===== config.mk =====
export PLATFORM = sky130hd
export DESIGN_NAME = ld_sched
export DESIGN_NICKNAME = d
export VERILOG_FILES = /design/src/rtl/ld_sched.sv
export SDC_FILE = /design/constraint.sdc
export NUM_CORES = 1
export LEC_CHECK = 0
export BUFFER_PORTS_ARGS = -buffer_cell sky130_fd_sc_hd__buf_2
export CORE_MARGIN = 1
export CORE_UTILIZATION = 30
export CTS_BUF_LIST = sky130_fd_sc_hd__clkbuf_2
export CTS_CLUSTER_SIZE = 8
export DETAILED_ROUTE_END_ITERATION = 7
export MAX_ROUTING_LAYER = met4
export SKIP_CTS_REPAIR_TIMING = 1
export SYNTH_ARGS = -nofsm -noshare
export SYNTH_HDL_FRONTEND = slang
export SYNTH_SLANG_ARGS = --single-unit

===== constraint.sdc =====
create_clock -name clk -period 2.85 [get_ports clk]
set_input_delay 0.285 -clock clk [delete_from_list [all_inputs] [get_ports clk]]
set_output_delay 0.285 -clock clk [all_outputs]
set_load 0.005 [all_outputs]

===== src/rtl/ld_sched.sv =====
// Round-robin scheduler sharing one load-enabled register bank among NREQ requesters.
// Each grant produces a single load cycle followed by one settle cycle.
module ld_sched #(
  parameter int NREQ = 4,
  parameter int DW   = 16,
  parameter int NREG = 8,
  parameter int AW   = 3
) (
  input  logic               clk,
  input  logic               reset,
  input  logic [NREQ-1:0]    req,
  input  logic [NREQ*AW-1:0] raddr,
  input  logic [NREQ*DW-1:0] rdata,
  input  logic               freeze,
  output logic [NREQ-1:0]    ack,
  output logic [NREG-1:0]    ld,
  output logic [DW-1:0]      ldd,
  output logic               err,
  output logic               busy
);

  localparam int PW = (NREQ > 1) ? $clog2(NREQ) : 1;

  typedef enum logic [1:0] {IDLE, LOAD, GAP} state_t;

  state_t        state;
  logic [PW-1:0] rr;
  logic [PW-1:0] w_s;
  logic [PW-1:0] win;
  logic          found;
  logic [AW-1:0] win_addr;
  logic [DW-1:0] win_data;
  logic          in_range;

  // First asserted request scanning upward from rr, wrapping modulo NREQ.
  always_comb begin
    int unsigned idx;
    idx   = 0;
    win   = '0;
    found = 1'b0;
    for (int unsigned k = 0; k < NREQ; k++) begin
      idx = 32'(rr) + k;
      if (idx >= NREQ) idx = idx - NREQ;
      if (!found && req[idx]) begin
        win   = PW'(idx);
        found = 1'b1;
      end
    end
  end

  assign win_addr = raddr[win*AW +: AW];
  assign win_data = rdata[win*DW +: DW];
  assign in_range = 32'(win_addr) < 32'(NREG);

  // Outputs are loaded at the arbitration edge so the strobe lands in the
  // LOAD cycle; ldd doubles as the data staging register through GAP.
  always_ff @(posedge clk) begin
    if (reset) begin
      state <= IDLE;
      rr    <= '0;
      w_s   <= '0;
      ack   <= '0;
      ld    <= '0;
      ldd   <= '0;
      err   <= 1'b0;
      busy  <= 1'b0;
    end else begin
      case (state)
        IDLE: begin
          if (found && !freeze) begin
            state <= LOAD;
            w_s   <= win;
            ack   <= NREQ'(1) << win;
            ld    <= in_range ? (NREG'(1) << win_addr) : '0;
            err   <= !in_range;
            ldd   <= win_data;
            busy  <= 1'b1;
          end
        end
        LOAD: begin
          state <= GAP;
          rr    <= (w_s == PW'(NREQ - 1)) ? '0 : w_s + 1'b1;
          ack   <= '0;
          ld    <= '0;
          err   <= 1'b0;
          busy  <= 1'b1;
        end
        GAP: begin
          state <= IDLE;
          busy  <= 1'b0;
        end
        default: begin
          state <= IDLE;
          ack   <= '0;
          ld    <= '0;
          err   <= 1'b0;
          busy  <= 1'b0;
        end
      endcase
    end
  end

endmodule

Word-level counts from Yosys, hierarchy flattened:

Cells that the tools add are included.

* logic and storage cells: 76
* bits of input ports: 83
* bits in registers: 36

* bitwise gates (word level): 1
* multipliers: 1
* add/sub/neg operators: 8
* mux-type cells: 31
* order comparisons: 8
* equality and inequality tests: 4
* reduce and logical (&&, ||, !) cells: 11
* shift-type cells: 4

Operator list (number)
* < comparator 32 x 3 -> 1 bit (second input constant): 4
* two-way mux 32 bit: 4
* indexed part select 64 x 7 -> 16 bit: 1
* one-hot mux 8 bit (2 select lines): 1
* two-way mux 2 bit: 6
* indexed part select 12 x 5 -> 3 bit: 1
* subtractor 3 x 3 -> 4 bit (second input constant): 3
* two-way mux 1 bit: 10
* greater-or-equal comparator 3 bit (second input constant): 3
* binary-select mux 1 bit (select 2 bit): 4
* two-way mux 8 bit: 1
* one-hot mux 4 bit (2 select lines): 1
* left shift 1 x 3 -> 8 bit (first input constant): 1
* adder 2 x 2 -> 3 bit (second input constant): 2
* equality test 2 bit (second input constant): 2
* logical AND 1 bit: 4
* zero test 1 bit: 4
* multiplier 2 x 2 -> 4 bit (second input constant): 1
* two-way mux 4 bit: 1
* one-hot mux 1 bit (2 select lines): 2
* one-hot mux 2 bit (2 select lines): 1
* AND reduction 2 bit: 2
* left shift 1 x 2 -> 4 bit (first input constant): 1
* subtractor 2 x 3 -> 4 bit (second input constant): 1
* other kinds (7): 7

Depth between registers and ports, before layout:

* word-level depth: 19
* depth in mapped cells: 10
* depth with buffers taken out: 6

Least setup slack after synthesis:

No wires, ideal clock.

* kind: input -> register
* start: in req[1]
* end: reg ldd[10]
* arrival: 1.789 ns
* stages on the path: 10
* path slack: 0.929 ns
* required time: 2.718 ns
* cells stage by stage: buf_4 -> nor4_1 -> or3_1 -> buf_2 -> or2_1 -> buf_6 -> buf_6 -> a221o_1 -> a21oi_1 -> nor3_1

* cells in the longest elaborated chain, start to end: 14

Ends and longest elaborated chain
* start: declaration: RTL line 11 `input logic [NREQ-1:0] req,`
* parallel branches: the longest is 14 deep, another holds binary-select mux 1 bit (select 2 bit)
* end signal: assignment: RTL line 76 `ldd <= win_data;`
* end: declaration: RTL line 17 `output logic [DW-1:0] ldd,`

Several ways; the timed one is not identified. The select of a mux whose other input is x is not followed.
A chain may end at the register's enable or synchronous reset.

Final worst setup path:

* start: reg rr[1]
* end: reg ld[2]

* cells in the longest elaborated chain, start to end: 19

Ends and longest elaborated chain
* start: declaration: RTL line 27 `logic [PW-1:0] rr;`
* start signal: assignment: RTL line 82 `rr <= (w_s == PW'(NREQ - 1)) ? '0 : w_s + 1'b1;`
* parallel branches: the longest is 19 deep, another holds subtractor 3 x 3 -> 4 bit
* end signal: assignment: RTL line 74 `ld <= in_range ? (NREG'(1) << win_addr) : '0;`
* end: declaration: RTL line 16 `output logic [NREG-1:0] ld,`

Several ways; the timed one is not identified. The select of a mux whose other input is x is not followed.

==> out/metrics.csv <==
metric,value,unit
regArea,701,um^2
crit_arrival,2.68,ns
ys_seq_elements,35,
drc,16,
p_int,829,uW
netSwitchingPower,360,uW
dieArea,7050,um^2
ant_nets,0,
fin_crit_sh,83.8,%
drive_above_1_share,44.4,%
syn_to_final_growth,30.1,%
p_clk_share,26.3,%
cts_root_buffer,clkbuf_2,
diodes,0,
max-cap-violations,0,
switching_share,30.3,%
antenna_found_initial,0,
cts.htree.levels,2,
timing.rr.start,rr[1],
synth_fp_nets,311,
die_x,83.9,um
min_from,freeze,
grt_overflow_total,0,
final_area,2620,um^2
nFillCells,687,
path_class,reg -> reg,
place_area,2560,um^2
vdd_drop_max,0.159,mV
nets,412,
yosysWarnings,0,
first_global_vias,1922,
insertion_delay,0.37,ns
track_usage,17.2,%
setup_violations,0,
clkTransAtPathRegs,0.18,ns
synthTopCellsByCount,"dfxtp_1, nor2_1, a21oi_1, nor3_1",
synthesis.area,2010,um^2
route.vias.total,2081,
gp_congestion,0.808,
worst_ep_required_time,3.14,ns
yosysSeqAreaShare,34.8,%
startpoint_type,register,
powerDensity,454,nW/um^2
synth_cell_types,42,
final_cells,406,
tightest_slew,0.727,ns
grt_max_degree,25,
comb_power_share,27.8,%
tns,0,ns
total_power,1190,uW
leakage,0.00123,uW
status,"complete, but fails checks",
place_inst,398,
synth_ff_type,dfxtp_1,
wl_per_cell,14.1,um
async_reset_ff_share,0,%
p_seq_share,45.9,%
skew,0.00961,ns
netlist.area_leader.share,34.8,%
cts_buffer_depth,2,
dp_hpwl,4150,um
multi_input_area,1170,um^2
hp-class,in -> reg,
synth.most_common_cell,dfxtp_1,
ioPinCount,113,
synth_cells,227,
cts_sinks,35,
slew_viol_final,0,
wl,5730,um
fmax,0.418,GHz
cts_tree,done,
drt_iter0_drc,76,
port_buffers,111,
fp.dieH,83.9,um
slew_headroom,51.1,%
yosys.area.top_type,dfxtp_1,
rows,29,
start_util,31.4,%
syn_area_per_cell,8.87,um^2
cts_made_buffers,5,
crit_start,rr[1],
dr.pass1.iters,6,
min_period,2.39,ns
synth_enable_flop_cells,0,
failed_checks,design-rule violations,
grt_pass1_wl,9340,um
viasPerCell,5.13,
core-area,6420,um^2
cp_max_fo,22,
synth_area_leaders,"dfxtp_1, mux2_2, mux2i_1",
hold_viol,0,
rsz0062_at_grt,false,
critPathCaptureType,register,
power by group through the flow:
stage | Sequential (uW) | Clock (uW) | Combinational [uW]
finish | 546 | 313 | 331
floorplan | 557 | 0 | 212
global placement | 556 | 0 | 329
detailed placement | 555 | 0 | 334
global route | 551 | 345 | 367
CTS | 545 | 326 | 335
cells by family after synthesis:
family,Yosys count,share of synthesized area [%]
other,1,0.186
DFF,35,34.8
muxes,30,15.8
and+or+nand+nor,75,18.8
buffers and inverters,23,7.14
adders and majority gates,1,0.621
AOI/OAI and AO/OA,62,22.7
layout make-up:
cell class              instances  area share (%)
well taps                      77            3.68
inverters                       3           0.430
clock buffers                   5           0.955
flip-flops and latches         35            26.7
clock inverters                 3            1.48
repair buffers                114            22.1
multi-input cells             169            44.7
cell usage in the layout (no fill, tap or decap), drive strengths merged, types with 5 or more instances in the layout:
cell    synthesis  layout
a21oi          21      21
nand3           8       8
mux2           15      15
dfxtp          35      35
nor2           31      31
buf            15     114
mux2i          15      15
o31ai           9       9
clkbuf          5       5
a221o          13      13
nor3           21      21
critical path: stages (launching register included):
cell and delay, ns:
dfxtp_1 0.59, mux2i_1 0.24, nor2_1 0.12, nor3_4 0.19
buf_4 0.33, a211oi_1 0.15, or4_4 0.47, o31ai_1 0.22
sequential cells by signal, indices dropped and copies added (netlist names):
name / flops
ld: 8
busy: 1
ack: 4
rr: 2
state: 2
w_s: 2
ldd: 16
path summary, 6_finish.rpt:
check	depth (start not counted)	slack (ns)	to
max	7	0.46	ld[2]
min	4	0.25	busy
max reg2reg	7	0.46	ld[2]
min reg2reg	1	0.48	busy
metrics by stage:
step,hold WS (ns),setup WS (ns),utilization [%]
detailed placement,0.446,0.520,39.8
floorplan,0.363,0.929,-
finish,0.248,0.460,40.8
CTS,0.224,0.465,40.8
global placement,0.429,0.609,39.8
global route,0.206,0.262,40.8
layer usage:
metal | vias to the layer above | track usage [%] | wire length, um
met5 | - | - | 0
met4 | 0 | 5.80 | 72
met3 | 8 | 3.76 | 297
met2 | 81 | 27.0 | 2590
met1 | 945 | 21.8 | 2770
li1 | 1047 | - | -
No activity file was read; power rests on OpenSTA's default activity.
